`src/rtl/pipe_skid_stage_if.sv`:
```
// Handshake bundle for the elastic MEM/WB stage: upstream payload in, downstream payload out.
// valid/ready: a beat moves on a clock edge where valid && ready; valid never waits on ready.
interface pipe_skid_stage_if #(
  parameter int W = 131
);
  logic         in_valid;
  logic         in_ready;
  logic [W-1:0] in_data;
  logic         out_valid;
  logic         out_ready;
  logic [W-1:0] out_data;

  modport master (
    output in_valid,
    output in_data,
    output out_ready,
    input  in_ready,
    input  out_valid,
    input  out_data
  );

  modport slave (
    input  in_valid,
    input  in_data,
    input  out_ready,
    output in_ready,
    output out_valid,
    output out_data
  );
endinterface

```
`src/rtl/pipe_skid_stage.sv`:
```
// Elastic MEM/WB pipeline stage: main + skid buffer with registered upstream ready,
// synchronous flush and a saturating stall counter for performance debug.
module pipe_skid_stage #(
  parameter int W           = 131,
  parameter int ZERO_BUBBLE = 1,
  parameter int CNT_W       = 32
) (
  input  logic               clk,
  input  logic               rst,
  input  logic               flush_i,
  input  logic               stall_clr_i,
  pipe_skid_stage_if.slave   bus,
  output logic [1:0]         occupancy_o,
  output logic [CNT_W-1:0]   stall_cnt_o,
  output logic [1:0]         state_o
);

  // State bits are {main_valid, skid_valid}; {0,1} cannot occur.
  typedef enum logic [1:0] {
    S_EMPTY = 2'b00,
    S_ONE   = 2'b10,
    S_TWO   = 2'b11
  } state_e;

  state_e           state_q, state_d;
  logic [W-1:0]     main_q, main_d;
  logic [W-1:0]     skid_q, skid_d;
  logic [CNT_W-1:0] stall_cnt_q, stall_cnt_d;

  logic main_valid;
  logic skid_valid;
  logic acc_fire;
  logic rel_fire;
  logic stall;

  assign main_valid = state_q[1];
  assign skid_valid = state_q[0];

  // Upstream ready comes only from registered state, flush and reset, never from out_ready.
  assign bus.in_ready  = !skid_valid && !flush_i && !rst;
  assign bus.out_valid = main_valid;
  assign bus.out_data  = main_q;

  assign acc_fire = bus.in_valid && bus.in_ready;
  assign rel_fire = main_valid && bus.out_ready;
  assign stall    = main_valid && !bus.out_ready;

  assign occupancy_o = {1'b0, main_valid} + {1'b0, skid_valid};
  assign stall_cnt_o = stall_cnt_q;
  assign state_o     = state_q;

  always_comb begin
    state_d = state_q;
    main_d  = main_q;
    skid_d  = skid_q;
    if (flush_i) begin
      state_d = S_EMPTY;
      if (ZERO_BUBBLE != 0) begin
        main_d = '0;
        skid_d = '0;
      end
    end else begin
      case (state_q)
        S_EMPTY: begin
          if (acc_fire) begin
            state_d = S_ONE;
            main_d  = bus.in_data;
          end
        end
        S_ONE: begin
          if (acc_fire && rel_fire) begin
            main_d = bus.in_data;
          end else if (acc_fire) begin
            state_d = S_TWO;
            skid_d  = bus.in_data;
          end else if (rel_fire) begin
            state_d = S_EMPTY;
            if (ZERO_BUBBLE != 0) begin
              main_d = '0;
            end
          end
        end
        S_TWO: begin
          if (rel_fire) begin
            state_d = S_ONE;
            main_d  = skid_q;
            if (ZERO_BUBBLE != 0) begin
              skid_d = '0;
            end
          end
        end
        default: begin
          state_d = S_EMPTY;
          main_d  = '0;
          skid_d  = '0;
        end
      endcase
    end
  end

  // Clear wins over a same-cycle stall; the count sticks at all-ones.
  always_comb begin
    stall_cnt_d = stall_cnt_q;
    if (stall_clr_i) begin
      stall_cnt_d = '0;
    end else if (stall && (stall_cnt_q != {CNT_W{1'b1}})) begin
      stall_cnt_d = stall_cnt_q + {{(CNT_W-1){1'b0}}, 1'b1};
    end
  end

  always_ff @(posedge clk) begin
    if (rst) begin
      state_q     <= S_EMPTY;
      main_q      <= '0;
      skid_q      <= '0;
      stall_cnt_q <= '0;
    end else begin
      state_q     <= state_d;
      main_q      <= main_d;
      skid_q      <= skid_d;
      stall_cnt_q <= stall_cnt_d;
    end
  end

  a_no_orphan_skid: assert property (@(posedge clk) disable iff (rst)
    !(skid_valid && !main_valid));

  a_hold_under_stall: assert property (@(posedge clk) disable iff (rst)
    (main_valid && !bus.out_ready && !flush_i) |=> $stable(bus.out_data));

endmodule
```
`src/flat_wrapper.sv`:
```
// flat-port wrapper written by rule: the top's interface ports become plain ports
module pipe_skid_stage_flat 
#(
  parameter int W           = 131,
  parameter int ZERO_BUBBLE = 1,
  parameter int CNT_W       = 32
)
  (clk, rst, flush_i, stall_clr_i, occupancy_o, stall_cnt_o, state_o, bus_in_valid, bus_in_data, bus_out_ready, bus_in_ready, bus_out_valid, bus_out_data);
  pipe_skid_stage_if #(.W(W)) bus_i ();
  input  logic clk;
  input  logic rst;
  input  logic flush_i;
  input  logic stall_clr_i;
  output logic [1:0] occupancy_o;
  output logic [CNT_W-1:0] stall_cnt_o;
  output logic [1:0] state_o;
  input wire logic [$bits(bus_i.in_valid)-1:0] bus_in_valid;
  input wire logic [$bits(bus_i.in_data)-1:0] bus_in_data;
  input wire logic [$bits(bus_i.out_ready)-1:0] bus_out_ready;
  output wire logic [$bits(bus_i.in_ready)-1:0] bus_in_ready;
  output wire logic [$bits(bus_i.out_valid)-1:0] bus_out_valid;
  output wire logic [$bits(bus_i.out_data)-1:0] bus_out_data;
  assign bus_i.in_valid = bus_in_valid;
  assign bus_i.in_data = bus_in_data;
  assign bus_i.out_ready = bus_out_ready;
  assign bus_in_ready = bus_i.in_ready;
  assign bus_out_valid = bus_i.out_valid;
  assign bus_out_data = bus_i.out_data;
  pipe_skid_stage #(.W(W), .ZERO_BUBBLE(ZERO_BUBBLE), .CNT_W(CNT_W)) u_core (.clk(clk), .rst(rst), .flush_i(flush_i), .stall_clr_i(stall_clr_i), .bus(bus_i), .occupancy_o(occupancy_o), .stall_cnt_o(stall_cnt_o), .state_o(state_o));
endmodule
```
`config.mk`:
```
export PLATFORM = sky130hd
export DESIGN_NAME = pipe_skid_stage_flat
export DESIGN_NICKNAME = d
export VERILOG_FILES = /design/src/rtl/pipe_skid_stage_if.sv /design/src/rtl/pipe_skid_stage.sv /design/src/flat_wrapper.sv
export SDC_FILE = /design/constraint.sdc
export NUM_CORES = 1
export LEC_CHECK = 0
export BUFFER_PORTS_ARGS = -buffer_cell sky130_fd_sc_hd__buf_2
export CAP_MARGIN = 20
export CORE_MARGIN = 2
export CORE_UTILIZATION = 50
export DETAILED_ROUTE_END_ITERATION = 8
export PLACE_DENSITY = 0.8
export SLEW_MARGIN = 20
export SYNTH_ARGS = -nofsm -noshare
export SYNTH_HDL_FRONTEND = slang
export SYNTH_SLANG_ARGS = --single-unit
export TNS_END_PERCENT = 20
```
`constraint.sdc`:
```
create_clock -name clk -period 4.72 [get_ports clk]
set_input_delay 0.236 -clock clk [delete_from_list [all_inputs] [get_ports clk]]
set_output_delay 0.236 -clock clk [all_outputs]
set_load 0.005 [all_outputs]
```
==> run metrics, run 1 <==
status finished, final reports clean; final net count 1,902; full die area 25,400 um^2; Root Buffer clkbuf_16; asr flop ratio synth 0; static leakage 6.48 nW; grt peak-use layer met2; antenna violations before repair 6; CTS-repair resized insts 0; crit end category register; Congestion Overflow GR 0; Synth area leaders dfxtp_1 49%, a22o_1 9.5%, a22oi_1 8.1%; Final Util 0.681; vias in the first global route 11,709; Remaining DRCs 0; Max stage delay on crit path 850 ps; Max IR drop VDD 0.000351 V; M1 GR Usage 0.354; total power 5.63 mW; GRT met3 Usage 0.0495; synth warn 0; Commonest cells post-synth 296 x dfxtp_1, 159 x nand2_1, 154 x a21oi_1; count leader, synth dfxtp_1; minimum clock period 3280 ps; Cells after Synth 1,416; Max Slew Vio Count 0; PD cells 350 nW/um^2; TritonCTS clock tree done; Area Growth Syn to Fin 33.2%; worst clock skew 19.0 ps; Post-Syn Area per Cell 8.53 um^2; Crit path required time 5190 ps; clk_lat worst skew 550 ps; DR iter-0 viols 1,267; cts bufs inserted 31; total I/O pin count 306; MaxCap Viol Count 0; Die W 159 um; PortBufs 305; # H-tree levels 1; delay-heaviest family, CP simple AND/OR/NAND/NOR gates; Register Area 5930 um^2; CP max-delay cell nor4b_1; initial core utilization 0.511; setup violators final 0; synthesized cell area 12,100 um^2; worst path arrival time 3750 ps; core outline area 23,600 um^2; first-pass GRT wire length 61.6 mm; area of the multi-input gates 5660 um^2; Pre-antenna DRT Iters 6; largest net degree at the start of global routing 177; Rows 56; total track usage 0.287; Yosys top cell by area dfxtp_1; final hold violations 0; Setup TNS 0 ps; final wirelength 38.5 mm; number of vias per cell 5.97; CP max FO 88; FILL cells 1,792; worst hold path class in -> reg; DIE HEIGHT 159 um; crit path cell chain nor4b_1, nand2_1, a221oi_4, buf_4, nand3_1, a21oi_1; CTS max path bufs 3; met2 GRT Util 0.492; WL/cell 18.3 um; Post-synth EDFFs 0; Synth cell types 45; Worst slew margin 0.294; Synth top area share 0.491; Reg clk slew, reported paths 60 ps; GP Congestion 0.893; dpl ws 1660 ps; Synth Flop Type dfxtp_1; Syn Nets 1,559; synthesis-stage register bit count 296; part of the cycle the worst path needs 0.695; Worst-Margin Slew 1060 ps; DRT antenna net count 0; WS Path Type reg -> reg; clock sink total 296; layout cells sized above 1 0.218; Setup crit start kind register; via count 12,577; Final WS setup 1440 ps; Critical path buffers and inverters 1; post-synthesis sequential area ratio 0.491; maximum clock frequency 0.305 GHz; RSZ-0062 raised after global routing false; HPWL reported at the end of detailed placement 20.7 mm
[report_power, final]
part,switching (mW),total (mW),internal (mW),leakage (nW)
Sequential,0.0168,2.54,2.52,2.39
Clock,1.02,2.57,1.55,0.522
Combinational,0.284,0.515,0.231,3.57
Total,1.32,5.63,4.30,6.48
[final timing paths]
kind	startpoint	end	slack, ps	cells past startpoint
max	u_core.state_o[0]	u_core.skid_q[44]	1440	6
min	bus_in_valid	u_core.state_o[0]	30	4
max reg2reg	u_core.state_o[0]	u_core.skid_q[44]	1440	6
min reg2reg	u_core.skid_q[127]	u_core.skid_q[127]	450	2
[stage by stage]
stage | area (um^2) | hold slack [ps] | cells
finish | 16100 | 32.8 | 2107
global route | 16100 | 32.3 | 2106
CTS | 16100 | 11.9 | 2102
detailed placement | 13700 | 443 | 1914
global placement | 13700 | 438 | 1914
floorplan | 12100 | 388 | 1416
[placed cells by master, fill, tap and decap left out, types with 4 or more instances in the layout]
| cell type | Yosys | layout |
|---|---|---|
| ha_1 | 6 | 4 |
| or3_1 | 20 | 20 |
| nand4_1 | 7 | 7 |
| and4_1 | 5 | 5 |
| inv_1 | 7 | 7 |
| clkinvlp_4 | 0 | 5 |
| a22o_1 | 131 | 131 |
| nand3_1 | 143 | 143 |
| xnor2_1 | 5 | 5 |
| a22oi_1 | 131 | 131 |
| or4_1 | 6 | 6 |
| a21oi_1 | 154 | 154 |
| nor2_1 | 146 | 145 |
| buf_2 | 23 | 305 |
| a211oi_1 | 4 | 4 |
| dlygate4sd3_1 | 0 | 131 |
| clkbuf_16 | 0 | 31 |
| nand2_1 | 159 | 159 |
| buf_4 | 1 | 12 |
| clkbuf_1 | 110 | 4 |
| clkbuf_8 | 0 | 8 |
| o21ai_0 | 16 | 16 |
| dfxtp_1 | 296 | 296 |
| bufinv_16 | 0 | 4 |
| diode_2 | 0 | 5 |
[cells by family after synthesis]
kind of cell	after synthesis	synth area share
adders and majority gates	6	0.00622
muxes	2	0.00166
xor gates and xnor gates	5	0.00363
DFF	296	0.491
and+or+nand+nor	505	0.186
buffers and inverters	147	0.0484
AOI/OAI and AO/OA	455	0.263
[tightest hold or removal path: stages]
cell and delay [ps]:
buf_2 110, nand2_1 40, or3_1 90, a21oi_1 50
[state kept, by name, summed over array words and instances, names as in the netlist]
register,count
u_core.bus.out_data,131
u_core.skid_q,131
u_core.stall_cnt_o,32
u_core.state_o,2
[what timing repair did]
item                      4_1_cts  5_1_grt
buffers inserted                0        0
hold buffers                  131        0
hold endpoints to repair      132        0
[layer usage]
metal | up-vias | part of all wire | wire (um)
li1 | 5838 | - | -
met1 | 5987 | 0.39 | 15200
met2 | 631 | 0.49 | 19000
met3 | 119 | 0.071 | 2720
met4 | 2 | 0.042 | 1610
met5 | - | 0.00034 | 13
[layout make-up]
cell class,instances,area share
well taps,319,0.0248
diodes,5,0.000778
repair buffers,450,0.185
clock inverters,14,0.0118
flip-flops and latches,296,0.368
inverters,7,0.00163
multi-input cells,973,0.352
clock buffers,43,0.0560
(Power assumes the default switching activity.)
==> inputs of run 2 (changes only) <==
- CORE_UTILIZATION: 50 -> 48
- clock period: 4.72 -> 2.84 ns (I/O delays scaled with it)
==> run metrics, run 2 (same netlist as run 1, synthesis figures left out) <==
commonest cells after routing, fill and taps aside 305 x buf_2, 296 x dfxtp_1, 159 x nand2_1 (unchanged); Rows 58 (was 56); Worst Hold Depth 4 (unchanged); Pre-antenna DRT Iters 7 (was 6); FF-to-FF setup slack 440 ps (was 1440 ps); WL/cell 18.3 um (about the same); Max Slew Vio Count 0 (unchanged); status finished, final reports clean (unchanged); DIE HEIGHT 163 um (was 159 um); final hold violations 0 (unchanged); clk_lat worst skew 560 ps (was 550 ps); GRT met3 Usage 0.0481 (was 0.0495); WS Path Type reg -> reg (unchanged); GP Congestion 0.904 (was 0.893); RSZ-0062 raised after global routing false (unchanged); clock sink total 296 (unchanged); CP max FO 51 (was 88); vias in the first global route 11,959 (was 11,709); met2 GRT Util 0.479 (was 0.492); core outline area 25,000 um^2 (was 23,600 um^2); DRT antenna net count 0 (unchanged); Worst-Margin Slew 879 ps (was 1060 ps); crit end category register (unchanged); via count 12,652 (was 12,577); static leakage 6.58 nW (was 6.48 nW); Die W 163 um (was 159 um); final wirelength 39.0 mm (was 38.5 mm); Congestion Overflow GR 0 (unchanged); reg2reg start u_core.state_o[0] (unchanged); # H-tree levels 1 (unchanged); worst clock skew 10.9 ps (was 19.0 ps); Remaining DRCs 0 (unchanged); worst path arrival time 2900 ps (was 3750 ps); Crit path required time 3330 ps (was 5190 ps); Reg clk slew, reported paths 60 ps (about the same); full die area 26,400 um^2 (was 25,400 um^2); grt peak-use layer met2 (unchanged); reg2reg end u_core.bus.out_data[88] (was u_core.skid_q[44]); Area Growth Syn to Fin 34.8% (was 33.2%); M1 GR Usage 0.339 (was 0.354); CTS max path bufs 3 (unchanged); TritonCTS clock tree done (unchanged); HP Start bus_out_ready (was bus_in_valid); Setup TNS 0 ps (unchanged); part of the cycle the worst path needs 0.847 (was 0.695); largest net degree at the start of global routing 134 (was 177); DR iter-0 viols 1,568 (was 1,267); cts bufs inserted 31 (unchanged); layout cells sized above 1 0.219 (was 0.218); PD cells 567 nW/um^2 (was 350 nW/um^2); worst hold path class in -> reg (unchanged); PortBufs 305 (unchanged); MaxCap Viol Count 0 (unchanged); Max IR drop VDD 0.000539 V (was 0.000351 V); antenna violations before repair 2 (was 6); total track usage 0.276 (was 0.287); setup violators final 0 (unchanged); HPWL reported at the end of detailed placement 21.4 mm (was 20.7 mm); R2R depth 6 (unchanged); Hold Path Sink u_core.stall_cnt_o[23] (was u_core.state_o[0]); most common cell after layout, fill and taps aside buf_2 (unchanged); Final WS setup 435 ps (was 1440 ps); Worst slew margin 0.414 (was 0.294); initial core utilization 0.484 (was 0.511); Setup crit start kind register (unchanged); first-pass GRT wire length 60.9 mm (was 61.6 mm); maximum clock frequency 0.416 GHz (was 0.305 GHz); number of vias per cell 5.94 (was 5.97); dpl ws 497 ps (was 1660 ps); minimum clock period 2400 ps (was 3280 ps); total I/O pin count 306 (unchanged); final net count 1,918 (was 1,902); Root Buffer clkbuf_16 (unchanged)
-- run 2: cell types whose count changed in the layout (fill, tap and decap cells not counted), sizes merged --
cell	change
diode	-3
bufinv	-1
buf	+12
clkinvlp	-4
inv	+1
clkbuf	+2
dlygate4sd3	+4
-- run 2: worst max path at each step --
stage                     slack [ps]                  endpoint  cells past startpoint             startpoint
after floorplan                  690    u_core.stall_cnt_o[28]                      7  u_core.stall_cnt_o[0]
after global placement           590  u_core.bus.out_data[109]                      6      u_core.state_o[0]
after detailed placement         500   u_core.bus.out_data[72]                      6      u_core.state_o[0]
after CTS                        470  u_core.bus.out_data[120]                      6      u_core.state_o[0]
after global routing             340   u_core.bus.out_data[77]                      6      u_core.state_o[0]
final                            440   u_core.bus.out_data[88]                      6      u_core.state_o[0]
-- run 2: area by class of cell --
type,instances,area (um^2)
Sequential cell,296,5930
Fill cell,1932,8690
Antenna cell,2,5.00
Timing Repair Buffer,466,3240
Tap cell,330,413
Clock inverter,10,135
Clock buffer,45,888
Multi-Input combinational cell,973,5650
Inverter,7,26.3
-- run 2: layer usage --
layer / routed length, um / part of all wire
met5: 0 / 0
met4: 1530 / 0.039
met3: 3130 / 0.080
met2: 19100 / 0.49
met1: 15300 / 0.39
-- run 2: repair_timing --
item,4_1_cts,5_1_grt
setup buffers,0,0
hold buffers,135,0
gates resized for setup,0,0
endpoints found under the hold margin,265,0
setup endpoints to repair,0,0
-- run 2: stage by stage --
step / area, um^2 / util / instances / hold slack, ps / power (mW)
after floorplan: 12100 / - / 1416 / 294 / 4.72
after global placement: 13900 / 0.557 / 1937 / 419 / 5.03
after detailed placement: 13900 / 0.557 / 1937 / 424 / 5.04
after CTS: 16300 / 0.652 / 2127 / 96.2 / 9.24
after global routing: 16300 / 0.652 / 2129 / 103 / 9.53
final: 16300 / 0.652 / 2129 / 111 / 9.23
-- run 2: critical path, cell delays in order, from the launching register on --
cell,delay (ps)
dfxtp_1,400
or4b_1,640
o31ai_4,270
buf_4,530
a22o_1,260
a22oi_1,80
nor2_1,110
-- run 2: report_power, final --
group	leakage, nW	total (mW)	switching (mW)	internal (mW)
clock network	0.501	4.11	1.69	2.43
registers	2.39	4.22	0.0261	4.19
logic	3.70	0.896	0.483	0.413
==> inputs of run 3 (changes only) <==
- ABC_AREA: unset -> 1
- CORE_UTILIZATION: 48 -> 50
- PLACE_DENSITY: 0.8 -> 0.81
- clock period: 2.84 -> 2 ns (I/O delays scaled with it)
==> run metrics, run 3 <==
GP Congestion 0.892 (was 0.904); Area Growth Syn to Fin 31.0% (was 34.8%); Commonest cells post-synth 720 x nand2_1, 335 x nand3_1, 296 x dfxtp_1 (was 296 x dfxtp_1, 159 x nand2_1, 154 x a21oi_1); Crit path required time 2490 ps (was 3330 ps); count leader, synth nand2_1 (was dfxtp_1); Post-synth EDFFs 0 (unchanged); status finished, final reports clean (unchanged); total track usage 0.292 (was 0.276); Final Util 0.665 (was 0.652); DIE HEIGHT 172 um (was 163 um); HPWL reported at the end of detailed placement 25.5 mm (was 21.4 mm); part of the cycle the worst path needs 0.969 (was 0.847); Max IR drop VDD 0.000631 V (was 0.000539 V); Synth cell types 30 (was 45); Root Buffer clkbuf_16 (unchanged); RSZ-0062 raised after global routing true (was false); non-filler instance count after layout 2,858 (was 2,129); largest net degree at the start of global routing 169 (was 134); clk_lat worst skew 570 ps (was 560 ps); WS Path Type reg -> reg (unchanged); Synth area leaders dfxtp_1 42%, nand2_1 19%, nand3_1 12% (was dfxtp_1 49%, a22o_1 9.5%, a22oi_1 8.1%); DRT antenna net count 0 (unchanged); worst clock skew 21.5 ps (was 10.9 ps); maximum clock frequency 0.516 GHz (was 0.416 GHz); TritonCTS clock tree done (unchanged); MaxCap Viol Count 0 (unchanged); Reg clk slew, reported paths 70 ps (was 60 ps); Post-Syn Area per Cell 6.70 um^2 (was 8.53 um^2); Setup crit start kind register (unchanged); dpl cells 2,657 (was 1,937); DR iter-0 viols 1,963 (was 1,568); synth warn 0 (unchanged); final wirelength 47.8 mm (was 39.0 mm); Worst slew margin 0.508 (was 0.414); post-synthesis sequential area ratio 0.421 (was 0.491); PD cells 756 nW/um^2 (was 567 nW/um^2); Remaining DRCs 0 (unchanged); setup violators final 0 (unchanged); worst path arrival time 2430 ps (was 2900 ps); Pre-antenna DRT Iters 6 (was 7); total power 13.9 mW (was 9.23 mW); CP max FO 22 (was 51); CTS max path bufs 3 (unchanged); Die W 172 um (was 163 um); static leakage 7.70 nW (was 6.58 nW); core outline area 27,700 um^2 (was 25,000 um^2); PortBufs 305 (unchanged); most common cell after layout, fill and taps aside nand2_1 (was buf_2); Synth top area share 0.421 (was 0.491); final net count 2,601 (was 1,918); initial core utilization 0.508 (was 0.484); Max Slew Vio Count 0 (unchanged); via count 16,094 (was 12,652); clock sink total 296 (unchanged); full die area 29,500 um^2 (was 26,400 um^2); Cells after Synth 2,098 (was 1,416); cts bufs inserted 31 (unchanged); FILL cells 2,236 (was 1,932); Syn Nets 2,241 (was 1,559); vias in the first global route 14,631 (was 11,959); Rows 61 (was 58); commonest cells after routing, fill and taps aside 719 x nand2_1, 335 x nand3_1, 305 x buf_2 (was 305 x buf_2, 296 x dfxtp_1, 159 x nand2_1); synthesis-stage register bit count 296 (unchanged); Synth Flop Type dfxtp_1 (unchanged); number of vias per cell 5.63 (was 5.94); Worst-Margin Slew 738 ps (was 879 ps); post-route cell area 18,400 um^2 (was 16,300 um^2); area of placed instances 15,800 um^2 (was 13,900 um^2); total I/O pin count 306 (unchanged); Congestion Overflow GR 0 (unchanged); crit end category register (unchanged); final hold violations 0 (unchanged); worst hold path class in -> reg (unchanged); first-pass GRT wire length 71.1 mm (was 60.9 mm); antenna violations before repair 2 (unchanged); # H-tree levels 1 (unchanged); layout cells sized above 1 0.181 (was 0.219); Yosys top cell by area dfxtp_1 (unchanged); synthesized cell area 14,100 um^2 (was 12,100 um^2); WL/cell 16.7 um (was 18.3 um); minimum clock period 1940 ps (was 2400 ps); asr flop ratio synth 0 (unchanged)
run 3: worst paths after layout:
path,from,endpoint,slack (ps),cells past startpoint
hold reg to reg,u_core.bus.out_data[69],u_core.bus.out_data[69],460,2
setup reg to reg,u_core.state_o[0],u_core.bus.out_data[109],60,9
hold / removal,bus_out_ready,u_core.stall_cnt_o[28],130,6
setup / recovery,u_core.state_o[0],u_core.bus.out_data[109],60,9
run 3: layout make-up:
cell class,instances,area [um^2],area share
Timing Repair Buffer,491,3630,0.197
Sequential cell,296,5930,0.322
Multi-Input combinational cell,1604,7270,0.395
Clock inverter,12,96.3,0.00523
Tap cell,378,473,0.0257
Clock buffer,41,863,0.0469
Antenna cell,2,5.00,0.000272
Inverter,34,143,0.00775
run 3: critical path, cell delays in order (launching register included):
cell and delay, ps:
dfxtp_4 370, inv_1 110, buf_4 150, nand3_2 150
nor2_4 270, buf_12 210, nand3_1 150, nand3_1 220
nand2_1 80, a21oi_1 140
run 3: metrics by stage:
step | hold WS, ps | setup slack (ps) | setup TNS [ps]
floorplan | 256 | 269 | 0
global placement | 376 | 73.3 | 0
detailed placement | 384 | -5.25 | -5.25
CTS | 120 | 29.5 | 0
global route | 178 | -44.9 | -72.4
finish | 134 | 62.3 | 0
run 3: cells by family (layout without fill, tap and decap cells):
family                     Yosys count  count (layout)  synth area share
AOI/OAI and AO/OA                  365             365             0.135
buffers and inverters              198             578            0.0664
DFF                                296             296             0.421
xor gates and xnor gates            16              16           0.00997
other                                0               2                 0
and+or+nand+nor                   1217            1217             0.362
adders and majority gates            6               6           0.00534
run 3: report_power, final:
part           switching (mW)  leakage (nW)  internal [mW]
registers              0.0875          2.39           6.05
logic                    1.38          4.84          0.864
clock network            2.41         0.470           3.13
run 3: repair_timing:
action                                  in CTS  in global routing
endpoints found under the setup margin      34                280
gates resized for setup                      2                 17
setup buffers                                0                  4
cloned                                       1                  7
hold endpoints to repair                   272                  0
hold buffers                               134                  0
pin swaps                                    0                  2
run 3: metal layers:
metal	vias up	global-route usage	routed length (um)
li1	7609	-	-
met4	0	0.113	1450
met3	142	0.0635	4800
met5	-	0	0
met1	7415	0.368	19200
met2	928	0.488	22300
